===== config.mk =====
export PLATFORM = sky130hd
export DESIGN_NAME = rom_stream_reader
export DESIGN_NICKNAME = d
export VERILOG_FILES = /design/src/rtl/rom_stream_reader.sv
export SDC_FILE = /design/constraint.sdc
export NUM_CORES = 1
export LEC_CHECK = 0
export CORE_MARGIN = 2
export CORE_UTILIZATION = 52
export DETAILED_ROUTE_END_ITERATION = 10
export HOLD_SLACK_MARGIN = 0.08
export PLACE_DENSITY = 0.8
export REMOVE_ABC_BUFFERS = 1
export SYNTH_ARGS = -nofsm -noshare
export SYNTH_HDL_FRONTEND = slang
export SYNTH_SLANG_ARGS = --single-unit

===== constraint.sdc =====
create_clock -name clk -period 2.5 [get_ports clk]
set_input_delay 0.375 -clock clk [delete_from_list [all_inputs] [get_ports clk]]
set_output_delay 0.375 -clock clk [all_outputs]
set_load 0.005 [all_outputs]

===== src/rtl/rom_stream_reader.sv =====
// rom_stream_reader: read master for a synchronous single-port ROM.
// On start it walks `length` consecutive addresses from `base_addr`, wrapping
// modulo DEPTH, and delivers each word on a valid/ready stream at up to one
// word per cycle. A 2-entry FIFO absorbs ROM data while the consumer stalls.
module rom_stream_reader #(
  parameter int ADDR_WIDTH = 4,
  parameter int DATA_WIDTH = 16
) (
  input  logic                  clk,
  input  logic                  rst_n,
  input  logic                  start,
  input  logic [ADDR_WIDTH-1:0] base_addr,
  input  logic [ADDR_WIDTH:0]   length,
  output logic                  busy,
  output logic                  done,
  output logic                  rom_en,
  output logic [ADDR_WIDTH-1:0] rom_a,
  input  logic [DATA_WIDTH-1:0] rom_do,
  output logic [DATA_WIDTH-1:0] m_data,
  output logic                  m_valid,
  input  logic                  m_ready
);

  localparam int CW = ADDR_WIDTH + 1;

  typedef enum logic {
    IDLE = 1'b0,
    RUN  = 1'b1
  } state_t;

  state_t                state_q, state_d;
  logic [ADDR_WIDTH-1:0] base_q;
  logic [ADDR_WIDTH-1:0] last_a_q;
  logic [CW-1:0]         len_q;
  logic [CW-1:0]         issued_q;
  logic [CW-1:0]         accepted_q;
  logic                  inflight_q;
  logic                  done_q;

  logic [DATA_WIDTH-1:0] fifo_mem [2];
  logic                  wr_ptr_q;
  logic                  rd_ptr_q;
  logic [1:0]            count_q;

  logic                  pop;
  logic                  push;
  logic                  issue;
  logic                  last_beat;
  logic                  start_idle;

  assign m_valid    = (count_q != 2'd0);
  assign pop        = m_valid & m_ready;
  assign push       = inflight_q;
  assign busy       = (state_q == RUN);
  assign done       = done_q;
  assign start_idle = (state_q == IDLE) && start;
  assign last_beat  = (state_q == RUN) && pop && (accepted_q == len_q - CW'(1));
  assign m_data     = m_valid ? fifo_mem[rd_ptr_q] : '0;

  // Issue decision, ROM address and next state.
  // The read request is decided from registered occupancy in the same cycle
  // it is presented, so a word popped this cycle frees its slot immediately;
  // that is what lets a 2-entry FIFO sustain one word per cycle.
  always_comb begin
    // NOTE: every signal gets a default first so no path leaves it unassigned,
    // which would otherwise infer a latch.
    state_d = state_q;
    issue   = 1'b0;
    rom_a   = last_a_q;
    if (state_q == RUN) begin
      issue = (issued_q < len_q) &&
              (((count_q + 2'(inflight_q)) < 2'd2) || pop);
    end
    if (issue) begin
      rom_a = base_q + issued_q[ADDR_WIDTH-1:0];
    end
    case (state_q)
      IDLE:    if (start && (length != '0)) state_d = RUN;
      RUN:     if (last_beat) state_d = IDLE;
      default: state_d = IDLE;
    endcase
  end

  assign rom_en = issue;

  // Control state: FSM, burst parameters, counters, read tracking, done pulse.
  always_ff @(posedge clk or negedge rst_n) begin
    if (!rst_n) begin
      state_q    <= IDLE;
      base_q     <= '0;
      last_a_q   <= '0;
      len_q      <= '0;
      issued_q   <= '0;
      accepted_q <= '0;
      inflight_q <= 1'b0;
      done_q     <= 1'b0;
    end else begin
      // NOTE: non-blocking assignments here so every register samples the
      // pre-edge values, independent of statement order.
      state_q    <= state_d;
      inflight_q <= issue;
      done_q     <= (start_idle && (length == '0)) || last_beat;
      if (issue) last_a_q <= rom_a;
      if (start_idle) begin
        base_q     <= base_addr;
        len_q      <= length;
        issued_q   <= '0;
        accepted_q <= '0;
      end else begin
        if (issue) issued_q   <= issued_q + CW'(1);
        if (pop)   accepted_q <= accepted_q + CW'(1);
      end
    end
  end

  // FIFO pointers and occupancy; push is the ROM word returning a cycle after rom_en.
  always_ff @(posedge clk or negedge rst_n) begin
    if (!rst_n) begin
      wr_ptr_q <= 1'b0;
      rd_ptr_q <= 1'b0;
      count_q  <= 2'd0;
    end else begin
      if (push) wr_ptr_q <= ~wr_ptr_q;
      if (pop)  rd_ptr_q <= ~rd_ptr_q;
      case ({push, pop})
        2'b10:   count_q <= count_q + 2'd1;
        2'b01:   count_q <= count_q - 2'd1;
        default: count_q <= count_q;
      endcase
    end
  end

  // FIFO storage captures rom_do on each push.
  // NOTE: the storage is not reset; m_data is gated by m_valid, so stale
  // contents after reset are never visible.
  always_ff @(posedge clk) begin
    if (push) fifo_mem[wr_ptr_q] <= rom_do;
  end

endmodule


==> implementation parameters <==
Parameter                              Value

Outcome
  Outcome ... complete, but fails checks
  Failing checks ... negative setup slack

Critical path
  Worst r2r dst ... issued_q[4]
  Critical path start-end classification ... reg -> out
  Reg2Reg Launch Point ... issued_q[2]
  Max Fanout on Critical Path ... 3
  Critical path data required time ... ~2.1 ns
  Kind of start point of the critical path ... flop
  Crit end category ... output pin
  End point of the critical path ... rom_a[3]
  Worst setup slack for register-to-register paths ... roughly 0.19 ns
  Crit path launch ... issued_q[2]
  R2R depth ... 9
  Data arrival time of the worst path ... 2.20 ns

Synthesis
  Synthesized instance count ... 234
  Number of warnings issued by yosys ... 0
  Summed instance area of the synthesized netlist ... about 2800 sq um
  Seq/Total Area, Yosys ... 0.605
  Post-synthesis average cell area ... ~12 sq um
  Dominant cells by area after synthesis ... sky130_fd_sc_hd__edfxtp_1 (34%), sky130_fd_sc_hd__dfrtp_1 (27%), sky130_fd_sc_hd__mux2i_1 (6.4%)
  Cell taking the most area after synthesis ... sky130_fd_sc_hd__edfxtp_1
  Area share of the largest cell type after synthesis ... 0.340
  Number of synthesized register bits ... 62
  Number of distinct standard cells referenced by the synthesized netlist ... 35

Floorplan
  Placeable core region ... 5170 sq um
  Io pins ... 53
  Full die area ... about 6000 sq um
  Width of the chip ... 77.8 um
  Die Span Y ... 77.8 um
  Row Count ... 26
  Effective utilization at floorplan ... 0.547

Placement
  Dpl cells ... 364
  Total cell area at the placement stage ... approximately 3500 sq um
  Final estimated routing congestion in global placement ... just over 0.8
  HPWL after detailed placement ... 3570 um
  Worst slack, placed ... -0.464 ns
  Number of port buffers ... 52

Power and ir drop
  Leak ... ~0.0017 uW
  Ratio of total power to cell area ... 1580 nW/um^2
  Peak VDD IR ... between 1 and 1.5 mV

Timing
  Minimum clock period after layout ... 2.57 ns
  Final setup violating endpoints ... 4
  Fin worst setup slack ... -0.0723 ns
  Least-Margin Pin Slew ... around 0.70 ns
  Worst Clk Skew ... roughly 0.0084 ns
  Final TNS setup ... -0.148 ns
  Final cycle utilization of the critical path ... 1.03
  Final hold violation count ... 0
  Max transition margin ... 0.531
  Fmax ... around 0.39 GHz
  Final Max Tran Viols ... 0
  RSZ-0062 raised after global routing ... yes

Global route
  Number of global-route vias before repair ... between 2000 and 2500
  Total global routing overflow ... 0
  Number of antenna violations at the first check in global routing ... 0
  Pin count of the biggest net entering global routing ... 31
  Wire length of the first global-routing pass ... 10100 um
  GR Util All Layers ... 0.221

CTS
  Clock-pin transition on the worst setup and hold timing paths ... approximately 0.07 ns
  Number of levels the H-tree was split into ... 3
  Hold buffer count at cts ... 0
  TritonCTS clock tree ... done
  Clock tree root driver cell ... sky130_fd_sc_hd__clkbuf_8
  TritonCTS Buffers ... 9
  Clk buf depth ... 2
  Worst skew pair latency ... between 0.3 and 0.4 ns
  TritonCTS sink count ... just over 60

Min path
  Worst hold path type ... in -> async

Detailed routing
  Wire per inst ... between 15 and 20 um
  Total wire length ... 6080 um
  Violation count after the first detailed-routing iteration ... between 100 and 150
  Final antenna-violating net count ... 0
  Post-detailed-route via-to-cell ratio ... about 5.4
  Number of detailed-routing iterations run before antenna repair ... 4
  Vias ... ~2100
  Count of unresolved DRC violations after routing ... 0

Cells and area
  Area delta synth->final ... 39.3%
  Antenna diode count ... 0
  Storage cell area ... between 1500 and 2000 sq um
  Share of layout cells above drive strength 1 ... 0.187
  # nets final ... between 300 and 400
  Final core utilization ... 0.762
  Total area of multi-input combinational cells ... between 1000 and 1500 sq um
  Fin area ... between 3000 and 4000 sq um
  Final cell count without fillers ... 396
  Filler cell count in the final layout ... between 300 and 400

Run
  Number of max-capacitance violations reported ... 0
[kinds of logic (layout without fill, tap and decap cells)]
family / Yosys count / in the layout / synth area share
AND/OR/NAND/NOR: 72 / 72 / 0.114
flip-flops: 62 / 62 / 0.605
AO/OA/AOI/OAI: 30 / 31 / 0.0725
buffers and inverters: 21 / 112 / 0.0292
multiplexers: 20 / 20 / 0.0716
XOR/XNOR: 17 / 17 / 0.0526
adder cells (fa/ha/maj): 12 / 12 / 0.0557
[cell usage in the layout (no fill, tap or decap), types with 5 or more instances in the layout]
master	instances
sky130_fd_sc_hd__clkdlybuf4s50_1	46
sky130_fd_sc_hd__edfxtp_1	32
sky130_fd_sc_hd__dfrtp_1	30
sky130_fd_sc_hd__nor2_1	26
sky130_fd_sc_hd__buf_4	25
sky130_fd_sc_hd__nand2_1	22
sky130_fd_sc_hd__mux2i_1	18
sky130_fd_sc_hd__inv_1	11
sky130_fd_sc_hd__xor2_1	10
sky130_fd_sc_hd__o21ai_1	10
sky130_fd_sc_hd__ha_1	10
sky130_fd_sc_hd__clkbuf_8	9
sky130_fd_sc_hd__xnor2_1	7
sky130_fd_sc_hd__o21ai_0	6
sky130_fd_sc_hd__buf_6	6
sky130_fd_sc_hd__nand3_1	5
[routing by layer]
layer | routed length, um | up-vias | track usage
met5 | 0 | - | 0
met4 | 157 | 0 | 0.121
met3 | 336 | 18 | 0.0442
met2 | 3090 | 81 | 0.372
met1 | 2500 | 1033 | 0.265
li1 | - | 992 | -
[worst min path at each step]
stage / from / to / slack (ns)
5_1_grt: rst_n / base_q[0] / 0.47
2_1_floorplan: rst_n / accepted_q[0] / 0.08
4_1_cts: rst_n / last_a_q[0] / 0.43
3_3_place_gp: last_a_q[1] / last_a_q[1] / 0.46
6_report: rst_n / last_a_q[0] / 0.43
3_5_place_dp: rd_ptr_q / rd_ptr_q / 0.47
[report_power, final]
part           internal [uW]  total [uW]  leakage (uW)  switching (uW)
Clock                    656        1030      0.000121             379
Sequential              1570        1810      0.000661             244
Combinational           1800        3390      0.000923            1590
[repair_timing]
action | CTS | global route
setup buffers | 9 | 6
pin swaps | 4 | 7
resized for setup | 19 | 13
cloned | 1 | 0
endpoints found under the setup margin | 5 | 4
[worst max-delay path: stages, from the launching register on]
cell and delay, ns:
sky130_fd_sc_hd__dfrtp_1 0.42, sky130_fd_sc_hd__ha_4 0.26, sky130_fd_sc_hd__a21o_1 0.22, sky130_fd_sc_hd__a31oi_4 0.21, sky130_fd_sc_hd__o211ai_4 0.13, sky130_fd_sc_hd__buf_6 0.15, sky130_fd_sc_hd__buf_6 0.11, sky130_fd_sc_hd__buf_6 0.11
sky130_fd_sc_hd__nand2_2 0.05, sky130_fd_sc_hd__o21ai_1 0.06, sky130_fd_sc_hd__buf_2 0.13
[sequential cells by signal (all words and copies together), names as in the netlist]
name / count
busy: 1
base_q: 4
fifo_mem: 32
accepted_q: 5
done: 1
count_q: 2
inflight_q: 1
len_q: 5
last_a_q: 4
issued_q: 5
wr_ptr_q: 1
rd_ptr_q: 1
[area by class of cell]
type                            count  share of cell area
Sequential cell                    62               0.434
Multi-Input combinational cell    152               0.280
Timing Repair Buffer               83               0.191
Clock buffer                        9              0.0314
Clock inverter                      7              0.0286
Tap cell                           70              0.0222
Inverter                           13              0.0124
[per-stage QoR]
step                power, uW  hold WS (ns)
CTS                      6010         0.434
finish                   6230         0.426
floorplan                3280        0.0794
global route             6670         0.473
global placement         4410         0.462
detailed placement       4500         0.468
[Yosys cell counts (all sizes together)]
master,instances
nor2,26
nor3,2
buf,3
a2111oi,1
xor2,10
nand2,25
mux2,2
nor2b,3
nand4,4
and2,1
o21ai,16
inv,13
dfrtp,30
a21o,3
a311o,1
clkbuf,5
edfxtp,32
ha,11
o31ai,1
a21boi,1
nand2b,3
nor3b,1
or3,1
fa,1
nand3,5
o211ai,2
mux2i,18
a211o,1
xnor2,7
and4bb,1
a21oi,3
a31oi,1
Note: power is estimated with default switching activity, not from simulation.
